`src/rtl/stack_alu_ctrl.sv`:
```
// -----------------------------------------------------------------------------
// stack_alu_ctrl
//
// This block drives an external combinational ALU from a small operand stack.
// It takes one command at a time through a valid/ready handshake:
//   PUSH  - pushes cmd_data onto the stack.
//   POP   - removes the top entry and returns it.
//   BINOP - sends top and second to the ALU, pops both, and pushes the result.
//   UNOP  - sends top to the ALU and replaces top with the result.
// PUSH, POP and every rejected command finish in IDLE. BINOP and UNOP go
// through IDLE -> EXEC -> WB.
//
// Optional feature: when STACK_ALU_CTRL_FCHK_EN is defined, the block rejects
// any BINOP or UNOP whose cmd_f lies outside that operation's code class.
//
// Ports
//   clk, rst          rising-edge clock, asynchronous active-high reset
//   cmd_valid/ready   command handshake (cmd_ready is high only in IDLE)
//   cmd_op            00 PUSH, 01 BINOP, 10 UNOP, 11 POP
//   cmd_f             ALU function code for BINOP/UNOP
//   cmd_data          PUSH operand
//   alu_a/alu_b/alu_f ALU operands and function; these are 0 outside EXEC
//   alu_s             combinational ALU result
//   rsp_valid         one-cycle completion pulse
//   rsp_data          new top of stack, or the popped value; 0 on reject
//   rsp_err           marks the response as a rejected command
//   depth             current stack occupancy
// -----------------------------------------------------------------------------
module stack_alu_ctrl #(
    parameter int DEPTH = 8
) (
    input  logic        clk,
    input  logic        rst,
    input  logic        cmd_valid,
    output logic        cmd_ready,
    input  logic [1:0]  cmd_op,
    input  logic [4:0]  cmd_f,
    input  logic [15:0] cmd_data,
    output logic [15:0] alu_a,
    output logic [15:0] alu_b,
    output logic [4:0]  alu_f,
    input  logic [15:0] alu_s,
    output logic        rsp_valid,
    output logic [15:0] rsp_data,
    output logic        rsp_err,
    output logic [3:0]  depth
);

    localparam int         AW        = $clog2(DEPTH);
    localparam logic [3:0] DEPTH_MAX = 4'(DEPTH);

    typedef enum logic [1:0] {IDLE, EXEC, WB} state_t;
    typedef enum logic [1:0] {
        OP_PUSH  = 2'b00,
        OP_BINOP = 2'b01,
        OP_UNOP  = 2'b10,
        OP_POP   = 2'b11
    } op_t;

    state_t        state;
    logic          is_bin;
    logic [15:0]   stack [DEPTH];

    logic [AW-1:0] top_idx;
    logic [AW-1:0] sec_idx;
    logic [AW-1:0] push_idx;
    op_t           op;
    logic          accept;
    logic          f_ok_bin;
    logic          f_ok_un;
    logic          reject;

    // Only the low bits of depth are used as an index. Whenever an index is
    // actually used, depth is within range.
    assign top_idx  = AW'(depth - 4'd1);
    assign sec_idx  = AW'(depth - 4'd2);
    assign push_idx = AW'(depth);
    assign op       = op_t'(cmd_op);
    assign accept   = cmd_valid && cmd_ready;

`ifdef STACK_ALU_CTRL_FCHK_EN
    assign f_ok_bin = (cmd_f <= 5'b01111);
    assign f_ok_un  = (cmd_f >= 5'b10000) && (cmd_f <= 5'b10010);
`else
    assign f_ok_bin = 1'b1;
    assign f_ok_un  = 1'b1;
`endif

    always_comb begin
        // NOTE: every combinational output gets a default first, so no path leaves it unassigned and no latch is inferred.
        reject = 1'b0;
        case (op)
            OP_PUSH:  reject = (depth == DEPTH_MAX);
            OP_POP:   reject = (depth == 4'd0);
            OP_UNOP:  reject = (depth == 4'd0) || !f_ok_un;
            OP_BINOP: reject = (depth < 4'd2) || !f_ok_bin;
            default:  reject = 1'b0;
        endcase
    end

    // Stack write port. The block writes the stack in two places: on an
    // accepted PUSH in IDLE, and at the end of EXEC with the ALU result.
    logic          stk_we;
    logic [AW-1:0] stk_widx;
    logic [15:0]   stk_wdata;

    always_comb begin
        stk_we    = 1'b0;
        stk_widx  = push_idx;
        stk_wdata = cmd_data;
        if (state == EXEC) begin
            stk_we    = 1'b1;
            stk_widx  = is_bin ? sec_idx : top_idx;
            stk_wdata = alu_s;
        end else if (state == IDLE && accept && op == OP_PUSH && !reject) begin
            stk_we = 1'b1;
        end
    end

    // NOTE: the stack storage has no reset. depth alone decides which entries are live.
    // Gating the write with rst keeps an edge that arrives during reset from
    // changing the contents.
    always_ff @(posedge clk) begin
        if (stk_we && !rst) begin
            stack[stk_widx] <= stk_wdata;
        end
    end

    // NOTE: sequential state uses only non-blocking assignments.
    always_ff @(posedge clk or posedge rst) begin
        if (rst) begin
            state     <= IDLE;
            is_bin    <= 1'b0;
            cmd_ready <= 1'b1;
            depth     <= 4'd0;
            rsp_valid <= 1'b0;
            rsp_err   <= 1'b0;
            rsp_data  <= 16'd0;
            alu_a     <= 16'd0;
            alu_b     <= 16'd0;
            alu_f     <= 5'd0;
        end else begin
            case (state)
                IDLE: begin
                    rsp_valid <= 1'b0;
                    rsp_err   <= 1'b0;
                    rsp_data  <= 16'd0;
                    if (accept) begin
                        if (reject) begin
                            rsp_valid <= 1'b1;
                            rsp_err   <= 1'b1;
                        end else begin
                            case (op)
                                OP_PUSH: begin
                                    rsp_valid <= 1'b1;
                                    rsp_data  <= cmd_data;
                                    depth     <= depth + 4'd1;
                                end
                                OP_POP: begin
                                    rsp_valid <= 1'b1;
                                    rsp_data  <= stack[top_idx];
                                    depth     <= depth - 4'd1;
                                end
                                OP_BINOP: begin
                                    state     <= EXEC;
                                    cmd_ready <= 1'b0;
                                    is_bin    <= 1'b1;
                                    alu_a     <= stack[top_idx];
                                    alu_b     <= stack[sec_idx];
                                    alu_f     <= cmd_f;
                                end
                                default: begin // OP_UNOP
                                    state     <= EXEC;
                                    cmd_ready <= 1'b0;
                                    is_bin    <= 1'b0;
                                    alu_a     <= stack[top_idx];
                                    alu_b     <= 16'd0;
                                    alu_f     <= cmd_f;
                                end
                            endcase
                        end
                    end
                end
                EXEC: begin
                    // Capture the ALU result. The stack write at this edge
                    // completes the command, and the response appears in WB.
                    alu_a     <= 16'd0;
                    alu_b     <= 16'd0;
                    alu_f     <= 5'd0;
                    rsp_valid <= 1'b1;
                    rsp_data  <= alu_s;
                    if (is_bin) begin
                        depth <= depth - 4'd1;
                    end
                    state <= WB;
                end
                WB: begin
                    rsp_valid <= 1'b0;
                    rsp_data  <= 16'd0;
                    cmd_ready <= 1'b1;
                    state     <= IDLE;
                end
                default: begin
                    state     <= IDLE;
                    cmd_ready <= 1'b1;
                end
            endcase
        end
    end

endmodule

```
`config.mk`:
```
export PLATFORM = sky130hd
export DESIGN_NAME = stack_alu_ctrl
export DESIGN_NICKNAME = d
export VERILOG_FILES = /design/src/rtl/stack_alu_ctrl.sv
export SDC_FILE = /design/constraint.sdc
export NUM_CORES = 1
export LEC_CHECK = 0
export ABC_AREA = 1
export CAP_MARGIN = 25
export CELL_PAD_IN_SITES_DETAIL_PLACEMENT = 1
export CELL_PAD_IN_SITES_GLOBAL_PLACEMENT = 2
export CORE_ASPECT_RATIO = 1.75
export CORE_MARGIN = 8
export CORE_UTILIZATION = 31
export CTS_CLUSTER_SIZE = 40
export DETAILED_ROUTE_END_ITERATION = 7
export PLACE_DENSITY_LB_ADDON = 0.05
export SLEW_MARGIN = 20
export SYNTH_ARGS = -nofsm -noshare
export SYNTH_HDL_FRONTEND = slang
export SYNTH_SLANG_ARGS = --single-unit
export TNS_END_PERCENT = 1
```
`constraint.sdc`:
```
create_clock -name clk -period 3 [get_ports clk]
set_input_delay 0.6 -clock clk [delete_from_list [all_inputs] [get_ports clk]]
set_output_delay 0.6 -clock clk [all_outputs]
set_load 0.01 [all_outputs]
```
==> summary.md <==
| Metric | Value |
|---|---|
| Outcome | `completed` |
| WL per Instance | `between 20 and 25 um` |
| Post-synthesis net count | `1258` |
| P_leak | `5.25 nW` |
| Hold violation count in the final report | `0` |
| First drt pass iteration count | `4` |
| Max Buffers Root-to-Sink | `2` |
| Buffers & Inverters on Critical Path | `3` |
| Worst Path Required | `3.38 ns` |
| CTS tree | `done` |
| Synth Instances | `between 1000 and 1500` |
| Area of the multi-input gates | `3730 um^2` |
| First-pass GRT wire length | `54.1 mm` |
| Via density | `4.97` |
| Tmin final | `between 2 and 3 ns` |
| Initial antenna violation count | `0` |
| Initial core utilization | `31.3%` |
| Setup slack at placement | `0.0378 ns` |
| Worst skew pair latency | `0.46 ns` |
| Met2 Resource Use GR | `a little over a third` |
| FF/Latch Area | `5430 um^2` |
| RSZ-0062 raised after global routing | `no` |
| Starting DRT DRC Count | `407` |
| Critical path's slowest cell | `dfrtp_1` |
| Worst hold path type | `reg -> reg` |
| Remaining Overflow, GRT | `0` |
| Worst-path clk slew | `0.08 ns` |
| Met1 Usage GRT | `19.4%` |
| Number of remaining DRC errors | `0` |
| Row cnt | `87` |
| Slowest stage delay, CP | `0.61 ns` |
| Vias in the first global route | `8871` |
| Post-synth design cell area | `a little over 10000 um^2` |
| Layout area overhead | `20.8%` |
| Max-slew violations | `0` |
| Final WL | `between 30 and 40 mm` |
| Final setup vio count | `0` |
| GRT Util Overall | `18.7%` |
| Most frequent CP cell | `inv_1` |
| MaxCap Viol Count | `0` |
| Synth cell types | `36` |
| Synth area leaders | `edfxtp_1 38%, dfrtp_1 15%, nand2_1 13%, nand3_1 8.5%, inv_1 5.2%` |
| Sequential area share after synthesis | `53.9%` |
| Avg Cell Area, Syn | `8.38 um^2` |
| Die H | `254 um` |
| Clock Tree Root | `clkbuf_16` |
| Design area | `roughly 12000 um^2` |
| CTS sink cnt | `191` |
| RD Place Congestion | `0.766` |
| CP cell instances | `inv_1 > ha_1 > buf_4 > inv_1 > nand2_1 > nor2_1 > or2_2 > o21ai_1` |
| Yosys warns | `0` |
| Share of cells above drive strength 1 | `7.54%` |
| Via Count | `8450` |
| CP top delay family | `buffers and inverters` |
| Hold_buf cts | `0` |
| Routing usage on met3 | `around 2.4%` |
| Power per Cell Area | `1140 nW/um^2` |
| Crit end category | `register` |
| Crit Path Max Fanout | `16` |
| Highest clock rate | `379 MHz` |
| Most frequent cells in the layout | `342 x nand2_1, 170 x nand3_1, 139 x inv_1, 128 x edfxtp_1, 101 x clkdlybuf4s50_1` |
| Leading area contributor after synthesis | `edfxtp_1` |
| Maximum vdd drop | `around 1200 uV` |
| Worst-Margin Slew | `approximately 0.95 ns` |
| Share of the synthesized area in the top cell type | `38.2%` |
| PortBufs | `101` |
| PnR worst setup slack | `0.359 ns` |
| Slew HR | `36.4%` |
| Placed Area | `around 12000 um^2` |
| PostCTS Resize Cnt | `0` |
| H-tree levels | `4` |
| Tot Pwr | `13.9 mW` |
| Crit Path Category | `reg -> reg` |
| Startpoint Class | `register` |
| HPWL Detailed | `26.0 mm` |
| DRT antenna net count | `0` |
| Seq cells post-synth | `191` |
| Ports | `102` |
| R2R Setup Slk | `0.36 ns` |
| Pin count of the biggest net entering global routing | `94` |
| Commonest non-fill, non-tap cell in the layout | `nand2_1` |
| Gr busiest metal | `met2` |
| Post-CTS Setup Inserts | `0` |
| Asr flop ratio synth | `33.0%` |
| Diodes inserted | `0` |
| Worst Skew | `0.0198 ns` |
| Core Area | `32100 um^2` |
| Post-layout nets | `~1300` |
| Post-route clock period utilization | `88.0%` |
| Fill count | `3769` |
| Die area | `38700 um^2` |
| Crit path DAT | `3.02 ns` |
| Die width | `152 um` |
| EDFF count, synth | `128` |
| Predominant post-synthesis flop cell | `edfxtp_1` |
| TritonCTS Buffers | `17` |
-- path summary, 6_finish.rpt --
kind | start | to | depth (start not counted)
setup / recovery | depth[2]$_DFFE_PP0P_ | alu_b[1]$_DFFE_PP0P_ | 8
hold / removal | cmd_ready$_DFFE_PP1P_ | cmd_ready$_DFFE_PP1P_ | 2
setup reg to reg | depth[2]$_DFFE_PP0P_ | alu_b[1]$_DFFE_PP0P_ | 8
hold reg to reg | cmd_ready$_DFFE_PP1P_ | cmd_ready$_DFFE_PP1P_ | 2
max in group asynchronous | rst | depth[0]$_DFFE_PP0P_ | 3
min in group asynchronous | rst | rsp_valid$_DFFE_PP0P_ | 3
-- registers in the layout, indices dropped and copies added, names as in the netlist --
signal     cells
alu_b         16
rsp_err        1
rsp_valid      1
is_bin         1
cmd_ready      1
alu_f          5
state          2
rsp_data      16
stack        128
depth          4
alu_a         16
-- layout make-up --
| cell class | count | share of cell area, % |
|---|---|---|
| clock buffers | 17 | 3.50 |
| repair buffers | 141 | 11.3 |
| flip-flops and latches | 191 | 44.7 |
| well taps | 400 | 4.12 |
| clock inverters | 15 | 1.23 |
| multi-input cells | 792 | 30.7 |
| inverters | 144 | 4.48 |
-- worst reg2reg max path, delay by kind of cell, from the launching register on --
kind | cells | cell delay [ns]
buffers and inverters | 3 | 0.84
adders and majority gates | 1 | 0.43
and+or+nand+nor | 3 | 0.57
DFF | 1 | 0.61
AOI/OAI and AO/OA | 1 | 0.13
-- stage by stage --
step                      util, %  hold WS (ns)  std cells  setup TNS [ns]
final                        37.8         0.482       1700               0
after detailed placement     36.0         0.474       1668               0
after global routing         37.8         0.509       1700               0
after CTS                    37.8         0.484       1700               0
after global placement       36.0         0.464       1668               0
after floorplan                 -         0.474       1201          -15.73
-- power by group --
group	switching, mW	total [mW]	leakage, nW	internal (mW)
clock network	1.13	2.30	0.271	1.17
logic	5.22	7.69	2.99	2.47
registers	0.297	3.89	1.98	3.60
total	6.64	13.9	5.25	7.24
-- cells by family (layout without fill, tap and decap cells) --
group                    count (synthesis)  count (layout)  share of synthesized area (%)
flip-flops                             191             191                           53.9
AO/OA/AOI/OAI                          198             198                           10.2
AND/OR/NAND/NOR                        571             571                           24.0
XOR/XNOR                                 8               8                          0.921
buffers and inverters                  218             317                           9.16
adder cells (fa/ha/maj)                 15              15                           1.87
-- Yosys cell counts, drive strengths merged, types with 6 or more instances --
cell type  instances
ha                15
or2                9
edfxtp           128
buf               43
dfrtp             62
nand2            345
o21ai            120
xor2               6
clkbuf            31
o211ai             8
inv              142
a21oi             68
nor2              45
nand3            171
-- routing by layer --
layer  part of all wire (%)  vias up
li1                       -     4090
met1                     38     4191
met2                     56      124
met3                    2.1       45
met4                    4.2        0
met5                      0        -
Note: power is estimated with default switching activity, not from simulation.
